$ cat src/rtl/exe_stage.sv
// Execute stage of the ARM-subset pipeline: operand-2 generation, ALU,
// branch-target adder, NZCV status register and a 32-step shift-add
// multiplier that stalls the front end while it iterates.
module exe_stage #(
  parameter logic [3:0] MUL_CMD   = 4'b1010,
  parameter int         MUL_STEPS = 32
) (
  input  logic        clk,
  input  logic        rst,
  input  logic        WB_EN_in,
  input  logic        MEM_R_EN_in,
  input  logic        MEM_W_EN_in,
  input  logic        B_in,
  input  logic        S_in,
  input  logic        imm_in,
  input  logic [3:0]  EXE_CMD_in,
  input  logic [3:0]  Dest_in,
  input  logic [11:0] shift_operand_in,
  input  logic [23:0] signed_imm_24_in,
  input  logic [31:0] PC_in,
  input  logic [31:0] Val_Rn_in,
  input  logic [31:0] Val_Rm_in,
  output logic        WB_EN_out,
  output logic        MEM_R_EN_out,
  output logic        MEM_W_EN_out,
  output logic [3:0]  Dest_out,
  output logic [31:0] ALU_result,
  output logic [31:0] Val_Rm_out,
  output logic [31:0] Br_addr,
  output logic        branch_taken,
  output logic [3:0]  status,
  output logic        stall
);

  localparam int CNT_W = $clog2(MUL_STEPS);

  localparam logic [3:0] OP_MOV = 4'b0001;
  localparam logic [3:0] OP_MVN = 4'b1001;
  localparam logic [3:0] OP_ADD = 4'b0010;
  localparam logic [3:0] OP_ADC = 4'b0011;
  localparam logic [3:0] OP_SUB = 4'b0100;
  localparam logic [3:0] OP_SBC = 4'b0101;
  localparam logic [3:0] OP_AND = 4'b0110;
  localparam logic [3:0] OP_ORR = 4'b0111;
  localparam logic [3:0] OP_EOR = 4'b1000;

  typedef enum logic [1:0] {
    ST_IDLE = 2'd0,
    ST_RUN  = 2'd1,
    ST_DONE = 2'd2
  } mul_state_t;

  mul_state_t       state_r, state_s;
  logic [CNT_W-1:0] cnt_r, cnt_s;
  logic [31:0]      mcand_r, mcand_s;
  logic [31:0]      mplier_r, mplier_s;
  logic [31:0]      product_r, product_s;
  logic [3:0]       status_r;

  logic [31:0] val2_s;
  logic [63:0] rot_dbl_s;
  logic [63:0] ror_dbl_s;
  logic [31:0] imm_ext_s;
  logic [4:0]  shamt_s;
  logic [4:0]  rot_amt_s;

  logic [31:0] add_b_s;
  logic        cin_s;
  logic [32:0] sum_s;
  logic        ovf_s;
  logic [31:0] alu_res_s;
  logic        arith_s;
  logic        known_s;
  logic [3:0]  flags_next_s;
  logic        status_we_s;
  logic        is_mul_s;

  assign is_mul_s  = (EXE_CMD_in == MUL_CMD);
  assign shamt_s   = shift_operand_in[11:7];
  assign rot_amt_s = {shift_operand_in[11:8], 1'b0};
  assign imm_ext_s = {24'd0, shift_operand_in[7:0]};
  assign rot_dbl_s = {imm_ext_s, imm_ext_s} >> rot_amt_s;
  assign ror_dbl_s = {Val_Rm_in, Val_Rm_in} >> shamt_s;

  // Operand 2: address offset, rotated immediate, or shifted register.
  always_comb begin
    val2_s = Val_Rm_in;
    if (MEM_R_EN_in || MEM_W_EN_in) begin
      val2_s = {20'd0, shift_operand_in};
    end else if (imm_in) begin
      val2_s = rot_dbl_s[31:0];
    end else begin
      case (shift_operand_in[6:5])
        2'b00:   val2_s = Val_Rm_in << shamt_s;
        2'b01:   val2_s = Val_Rm_in >> shamt_s;
        2'b10:   val2_s = $unsigned($signed(Val_Rm_in) >>> shamt_s);
        2'b11:   val2_s = ror_dbl_s[31:0];
        default: val2_s = Val_Rm_in;
      endcase
    end
  end

  // Adder operand select; subtraction is Rn + ~Val2 + carry-in.
  always_comb begin
    add_b_s = val2_s;
    cin_s   = 1'b0;
    case (EXE_CMD_in)
      OP_ADC: begin
        add_b_s = val2_s;
        cin_s   = status_r[1];
      end
      OP_SUB: begin
        add_b_s = ~val2_s;
        cin_s   = 1'b1;
      end
      OP_SBC: begin
        add_b_s = ~val2_s;
        cin_s   = status_r[1];
      end
      default: begin
        add_b_s = val2_s;
        cin_s   = 1'b0;
      end
    endcase
  end

  assign sum_s = {1'b0, Val_Rn_in} + {1'b0, add_b_s} + {32'd0, cin_s};
  assign ovf_s = (Val_Rn_in[31] == add_b_s[31]) && (sum_s[31] != Val_Rn_in[31]);

  // ALU result select and next NZCV; unknown codes leave flags alone.
  always_comb begin
    alu_res_s = 32'd0;
    arith_s   = 1'b0;
    known_s   = 1'b1;
    case (EXE_CMD_in)
      OP_MOV:  alu_res_s = val2_s;
      OP_MVN:  alu_res_s = ~val2_s;
      OP_ADD, OP_ADC, OP_SUB, OP_SBC: begin
        alu_res_s = sum_s[31:0];
        arith_s   = 1'b1;
      end
      OP_AND:  alu_res_s = Val_Rn_in & val2_s;
      OP_ORR:  alu_res_s = Val_Rn_in | val2_s;
      OP_EOR:  alu_res_s = Val_Rn_in ^ val2_s;
      MUL_CMD: alu_res_s = product_r;
      default: begin
        alu_res_s = 32'd0;
        known_s   = 1'b0;
      end
    endcase
    flags_next_s = {alu_res_s[31],
                    (alu_res_s == 32'd0),
                    arith_s ? sum_s[32] : status_r[1],
                    arith_s ? ovf_s     : status_r[0]};
  end

  assign stall       = is_mul_s && (state_r != ST_DONE);
  assign status_we_s = S_in && !stall && !B_in && known_s;

  // NZCV register; written only by flag-setting, non-stalled, non-branch ops.
  always_ff @(posedge clk or posedge rst) begin
    if (rst) begin
      status_r <= 4'b0000;
    end else if (status_we_s) begin
      status_r <= flags_next_s;
    end else begin
      status_r <= status_r;
    end
  end

  // Multiplier state and datapath registers.
  always_ff @(posedge clk or posedge rst) begin
    if (rst) begin
      state_r   <= ST_IDLE;
      cnt_r     <= '0;
      mcand_r   <= 32'd0;
      mplier_r  <= 32'd0;
      product_r <= 32'd0;
    end else begin
      state_r   <= state_s;
      cnt_r     <= cnt_s;
      mcand_r   <= mcand_s;
      mplier_r  <= mplier_s;
      product_r <= product_s;
    end
  end

  // Multiplier next state: capture in IDLE, one shift-add bit per RUN cycle.
  always_comb begin
    state_s   = state_r;
    cnt_s     = cnt_r;
    mcand_s   = mcand_r;
    mplier_s  = mplier_r;
    product_s = product_r;
    case (state_r)
      ST_IDLE: begin
        if (is_mul_s) begin
          mcand_s   = Val_Rn_in;
          mplier_s  = Val_Rm_in;
          product_s = 32'd0;
          cnt_s     = '0;
          state_s   = ST_RUN;
        end else begin
          state_s   = ST_IDLE;
        end
      end
      ST_RUN: begin
        if (mplier_r[0]) begin
          product_s = product_r + mcand_r;
        end else begin
          product_s = product_r;
        end
        mcand_s  = mcand_r << 1;
        mplier_s = mplier_r >> 1;
        cnt_s    = cnt_r + CNT_W'(1);
        if (cnt_r == CNT_W'(MUL_STEPS - 1)) begin
          state_s = ST_DONE;
        end else begin
          state_s = ST_RUN;
        end
      end
      ST_DONE: state_s = ST_IDLE;
      default: state_s = ST_IDLE;
    endcase
  end

  assign ALU_result   = alu_res_s;
  assign WB_EN_out    = WB_EN_in    && !stall;
  assign MEM_R_EN_out = MEM_R_EN_in && !stall;
  assign MEM_W_EN_out = MEM_W_EN_in && !stall;
  assign branch_taken = B_in        && !stall;
  assign Dest_out     = Dest_in;
  assign Val_Rm_out   = Val_Rm_in;
  assign Br_addr      = PC_in + {{6{signed_imm_24_in[23]}}, signed_imm_24_in, 2'b00};
  assign status       = status_r;

endmodule
$ cat config.mk
export PLATFORM = sky130hd
export DESIGN_NAME = exe_stage
export DESIGN_NICKNAME = d
export VERILOG_FILES = /design/src/rtl/exe_stage.sv
export SDC_FILE = /design/constraint.sdc
export NUM_CORES = 1
export LEC_CHECK = 0
export ABC_AREA = 1
export ABC_CLOCK_PERIOD_IN_PS = 6700
export CORE_MARGIN = 2
export CORE_UTILIZATION = 55
export DETAILED_ROUTE_END_ITERATION = 10
export PLACE_DENSITY_LB_ADDON = 0.3
export SYNTH_ARGS = -nofsm -noshare
export SYNTH_HDL_FRONTEND = slang
export SYNTH_SLANG_ARGS = --single-unit
export TNS_END_PERCENT = 10
$ cat constraint.sdc
create_clock -name clk -period 6.7 [get_ports clk]
set_clock_uncertainty 0.15 [all_clocks]
set_input_delay 0.67 -clock clk [delete_from_list [all_inputs] [get_ports clk]]
set_output_delay 0.67 -clock clk [all_outputs]
set_load 0.05 [all_outputs]
Yosys cells after proc, flatten, opt, wreduce, memory -nomap -nowiden
Index checks and enable logic that the tools add are counted.

Word-level logic and storage cells: 84. Memories kept: 0. Flip-flop bits (word level): 107. Output and inout port bits: 109. Memory bits (writable): 0. Bits in latches: 0. ROM bits: 0. Bits of input ports: 148.

Equality and inequality tests: 20. Shift operators: 5. $mul: 0. Div/mod/pow operators: 0. Magnitude comparators: 0. Bitwise gates (word level): 4. Reduce and logical (&&, ||, !) cells: 23. Add/subtract/negate cells: 5. Multiplexer cells: 20.

Operators with widths (number): $mux 32 (7); $pmux 32 s7 (1); $pmux 32 s2 (3); $pmux 32 s4 (1); $add 32x32->32 (2); $shr 64x5->32 (1); $shr 40x5->32 (1); $add 32x32->33 (1); $add 33x1->33 (1); $and 32x32->32 (1); $logic_not 32->1 (1); $not 32->32 (1); $or 32x32->32 (1); $shl 32x5->32 (1); $shr 32x5->32 (1); $sshr 32x5->32 (1); $xor 32x32->32 (1); $eq 4x3->1 const B (4); $eq 4x4->1 const B (3); $pmux 5 s2 (1); $reduce_or 10->1 (1); $logic_and 1x1->1 (9); $eq 4x2->1 const B (2); $ne 2x2->1 const B (3); other kinds (20) (28).

Logic depth before layout (Yosys ltp)
Depth in word-level cells: 10. Gate-level depth with buffers: 40.

Least setup slack after synthesis
No wires, ideal clock.

Path kind: input port to output port. From: in shift_operand_in[7]. To: out ALU_result[24]. Path slack: 1705 ps. Data arrival time: 4175 ps. Stages: 30. Cells stage by stage: buf_6 -> inv_8 -> buf_12 -> nand2_4 -> nor2_2 -> nand2_1 -> nor2_1 -> nand2_1 -> a21oi_1 -> nand3_1 -> nand2_1 -> nand2_2 -> xnor2_1 -> fa_1 -> fa_1 -> inv_1 -> nand2_1 -> a21oi_1 -> a21oi_1 -> o21bai_1 -> nand2_1 -> nand2_1 -> nand3_1 -> nand2_1 -> inv_1 -> nand2_1 -> nand3_1 -> nand2_1 -> nor2_2 -> inv_1.

Word-level cells in the longest chain between the ends: 9. Elaborated cells on any way between the ends: 16.

Ends and longest elaborated chain: from (decl) (line 18) `input logic [11:0] shift_operand_in,`; $shr 64x5->32 (tied with other cells) (line 83) `assign ror_dbl_s = {Val_Rm_in, Val_Rm_in} >> shamt_s;`; $pmux 32 s4 (line 93) `case (shift_operand_in[6:5])`; $mux 32 (line 90) `end else if (imm_in) begin`; $mux 32 * (line 88) `if (MEM_R_EN_in || MEM_W_EN_in) begin`; $not 32->32 (line 113, 117, 137); $mux 32; $add 32x32->33 (line 127) `assign sum_s = {1'b0, Val_Rn_in} + {1'b0, add_b_s} + {32'd0, cin_s};`; $add 33x1->33 (line 127); $pmux 32 s7 * (line 135) `case (EXE_CMD_in)`; to (decl) (line 27) `output logic [31:0] ALU_result,`.

Every way passes the cells marked *; elsewhere a longest branch is shown, timed or not.

Final worst setup path
Ends and elaborated chain as after synthesis.

==> impl_metrics.ini <==
[worst_setup_path]
required_ns = 5.88
critical_path_peak_fanout = 36
setup.worst_path.class = primary input to output pin
crit_path_end_kind = output pin
cpMaxStageDelayCell = clkdlybuf4s50_1
cp_common_cell = nand2_1
critical-path-top-delay-family = simple AND/OR/NAND/NOR gates
start_kind = primary input
cp_num_buf_inv = 7
crit_arrival_ns = 5.54
slowest_delay_ns = 0.45

[sta]
fin_crit_sh_pct = 94.9
layout_min_cycle_time_ns = 6.36
fmax_mhz = 157
worst_slew_pin_slew_ns = 1.36
setup-tns-final_ns = 0
slew_headroom_pct = 9.31
hold_viol = 0
setup_violations = 0
drv_slew = 0
rsz0062_at_grt = yes

[pwr]
p_per_area_nw_per_um2 = 251
leakagePower_nw = 10.7
p_switching_mw = 2.91
pwr-share-seq_pct = 21.6
power.share.clock_pct = 10.8
comb_power_share_pct = 67.7
p_sw_share_pct = 54.9
intPower_mw = 2.39
ir_drop_v = 0.000217

[grt]
grt_start_max_net_pins = 73
grt_usage_pct = 41.3
grt_first_pass_wirelength_microns = 115000
antenna_found_initial = 0
grt_overflow_total = 0
grt_pass1_vias = 21200

[synthesis]
syn_avg_cell_area_sq_um = 5.94
synthArstFlopShare_pct = 100
post-synth-top-area-cell = nand2_1
netlist_area_sq_um = 18300
ys_seq_area_share_pct = 14.6
synth_nets = 3396
synth_ff_type = dfrtp_1
netlist_instances = 3081
synth.distinct_cells = 54
synth_top_area_share_pct = 16.5
synth.area.top_cells = nand2_1, dfrtp_1, nand3_1, ha_1, inv_1
yosysWarnings = 0
synth-edff-count = 0
synth_seq_cells = 107

[cts]
cts_buffers = 9
cts.clk_slew.worst_paths_ns = 0.08
htreeDepth = 3
cts_root_buffer = clkbuf_16
cts.sinks = 107
clk_path_buf_depth = 2
clock_latency_ns = 0.38
holdBufCountCts = 0
cts_tree = built

[finish]
finalNetCount = 3516
regArea_sq_um = 2680
syn_to_final_growth_pct = 15.6
drive_gt1_share_pct = 6.36
multiInputGateArea_sq_um = 13300
nFillCells = 3107
fin_cells = 3648
fin_util_pct = 64.8
antenna-diode-count = 0

[floorplanning]
io_pins = 257
die-area_sq_um = 34700
die_y_microns = 186
rows = 66
initial_core_util_pct = 56.1
die_x_microns = 186
coreArea_sq_um = 32600

[status]
outcome = finished clean

[drt]
vias_per_cell = 6.19
drcViolationCount = 0
detail_route.first_pass.iterations = 6
drtAntennaViolNets = 0
wl_microns = 73700
vias = 22600
drtIter0Drc = 2837
routedWlPerCell_microns = 20.2

[placement]
place_congestion = 1.04
post-dp-hpwl_microns = 58400
placed_cells = 3632
io_buffers = 244

[hold_path]
hold_class = register to register

[run]
maxCapViolations = 0
[worst reg2reg max path: stages (launching register included)]
cell      delay, ns
dfrtp_1        0.55
a32oi_1        0.18
fa_1           0.43
fa_1           0.37
inv_1          0.08
nand2_1        0.08
a21oi_2        0.24
a21oi_1        0.18
o21bai_1       0.25
a21oi_1        0.10
o21ai_0        0.17
nand2_1        0.09
inv_1          0.07
nand2_1        0.05
nor2_1         0.17
nand3_1        0.12
nor2_1         0.10
nand2_1        0.12
nor2_1         0.28
nand3_1        0.11
nand2_1        0.11
[power by group through the flow]
stage | Clock (mW) | Sequential (mW) | Combinational, mW
3_3_place_gp | 0 | 1.13 | 3.39
2_1_floorplan | 0 | 1.06 | 2.48
5_1_grt | 0.590 | 1.16 | 3.93
4_1_cts | 0.570 | 1.13 | 3.50
3_5_place_dp | 0 | 1.14 | 3.47
6_report | 0.571 | 1.14 | 3.59
[placed cells by master, fill, tap and decap left out, types with 6 or more instances in the layout]
cell,count
a221oi_1,34
nand4_1,11
nand2_4,6
xnor2_1,15
o21ai_1,13
clkbuf_16,9
nand2_2,46
a21o_1,7
ha_1,163
clkdlybuf4s50_1,209
nand2_1,804
buf_4,56
o21ai_0,193
o21a_1,15
inv_2,14
xor2_1,54
dfrtp_1,107
buf_12,25
inv_1,328
a31oi_1,9
o21bai_1,7
nand3_1,504
or2_2,14
o22ai_1,25
o211ai_1,78
nor3_1,17
a21oi_1,164
nor2_2,8
nor2_1,204
[synth_stat cells, drive strengths merged, types with 5 or more instances]
master / number
o21bai: 7
xnor2: 15
nor3: 17
o21a: 15
or2: 14
a221oi: 35
a21oi: 165
o211ai: 78
a31oi: 9
o31ai: 5
ha: 163
inv: 344
xor2: 54
nor2: 213
nand3: 509
a21o: 7
nand3b: 5
nand4: 11
clkbuf: 66
o21ai: 211
nand2: 856
a2111oi: 5
o22ai: 25
buf: 118
dfrtp: 107
[per-layer routing]
layer	routed length (microns)	track usage (%)	part of all wire (%)	vias up
met5	0	0	0	-
met4	2580	16.2	3.5	0
met3	10400	12.4	14	169
met2	31300	62.8	42	1455
met1	29400	54.7	40	10400
li1	-	-	-	10500
[kinds of logic after synthesis]
| kind of cell | Yosys count | synth area share, % |
|---|---|---|
| buf+inv | 529 | 12.9 |
| simple gates | 1630 | 38.6 |
| fa+ha+maj | 167 | 11.6 |
| compound gates | 578 | 18.8 |
| flops | 107 | 14.6 |
| xor+xnor | 69 | 3.30 |
| mux | 1 | 0.0547 |
[flip-flops by register name, summed over array words and instances, names as in the netlist]
| name | flops |
|---|---|
| product_r | 32 |
| status | 4 |
| mplier_r | 32 |
| state_r | 2 |
| cnt_r | 5 |
| mcand_r | 32 |
[what timing repair did]
action                                  4_1_cts  5_1_grt
endpoints found under the setup margin        0        4
resized for setup                             0        1
buffers inserted                              0        0
[metrics by stage]
step | hold WS, ns | power, mW | setup slack [ns] | area [sq um]
after global placement | 0.299 | 4.52 | 0.491 | 20800
after global routing | 0.368 | 5.69 | -0.0215 | 21100
after CTS | 0.348 | 5.21 | 0.381 | 21100
after detailed placement | 0.323 | 4.61 | 0.394 | 20800
final | 0.348 | 5.30 | 0.341 | 21100
after floorplan | 0.283 | 3.54 | 1.70 | 18300
[layout make-up]
cell class	instances	share of cell area, %
well taps	442	2.62
multi-input cells	2445	62.8
inverters	345	6.17
flip-flops and latches	107	12.7
repair buffers	293	14.3
clock inverters	7	0.355
clock buffers	9	1.07
[path summary, 6_finish.rpt]
path | slack [ns] | startpoint | to | cells after the start
min reg2reg | 0.35 | cnt_r[3] | cnt_r[3] | 1
min in group asynchronous | 0.50 | rst | mplier_r[11] | 2
max | 0.34 | shift_operand_in[7] | ALU_result[24] | 31
max in group asynchronous | 4.55 | rst | product_r[14] | 3
max reg2reg | 2.68 | status[1] | status[2] | 20
min | 0.35 | cnt_r[3] | cnt_r[3] | 1
Note: power is estimated with default switching activity, not from simulation.
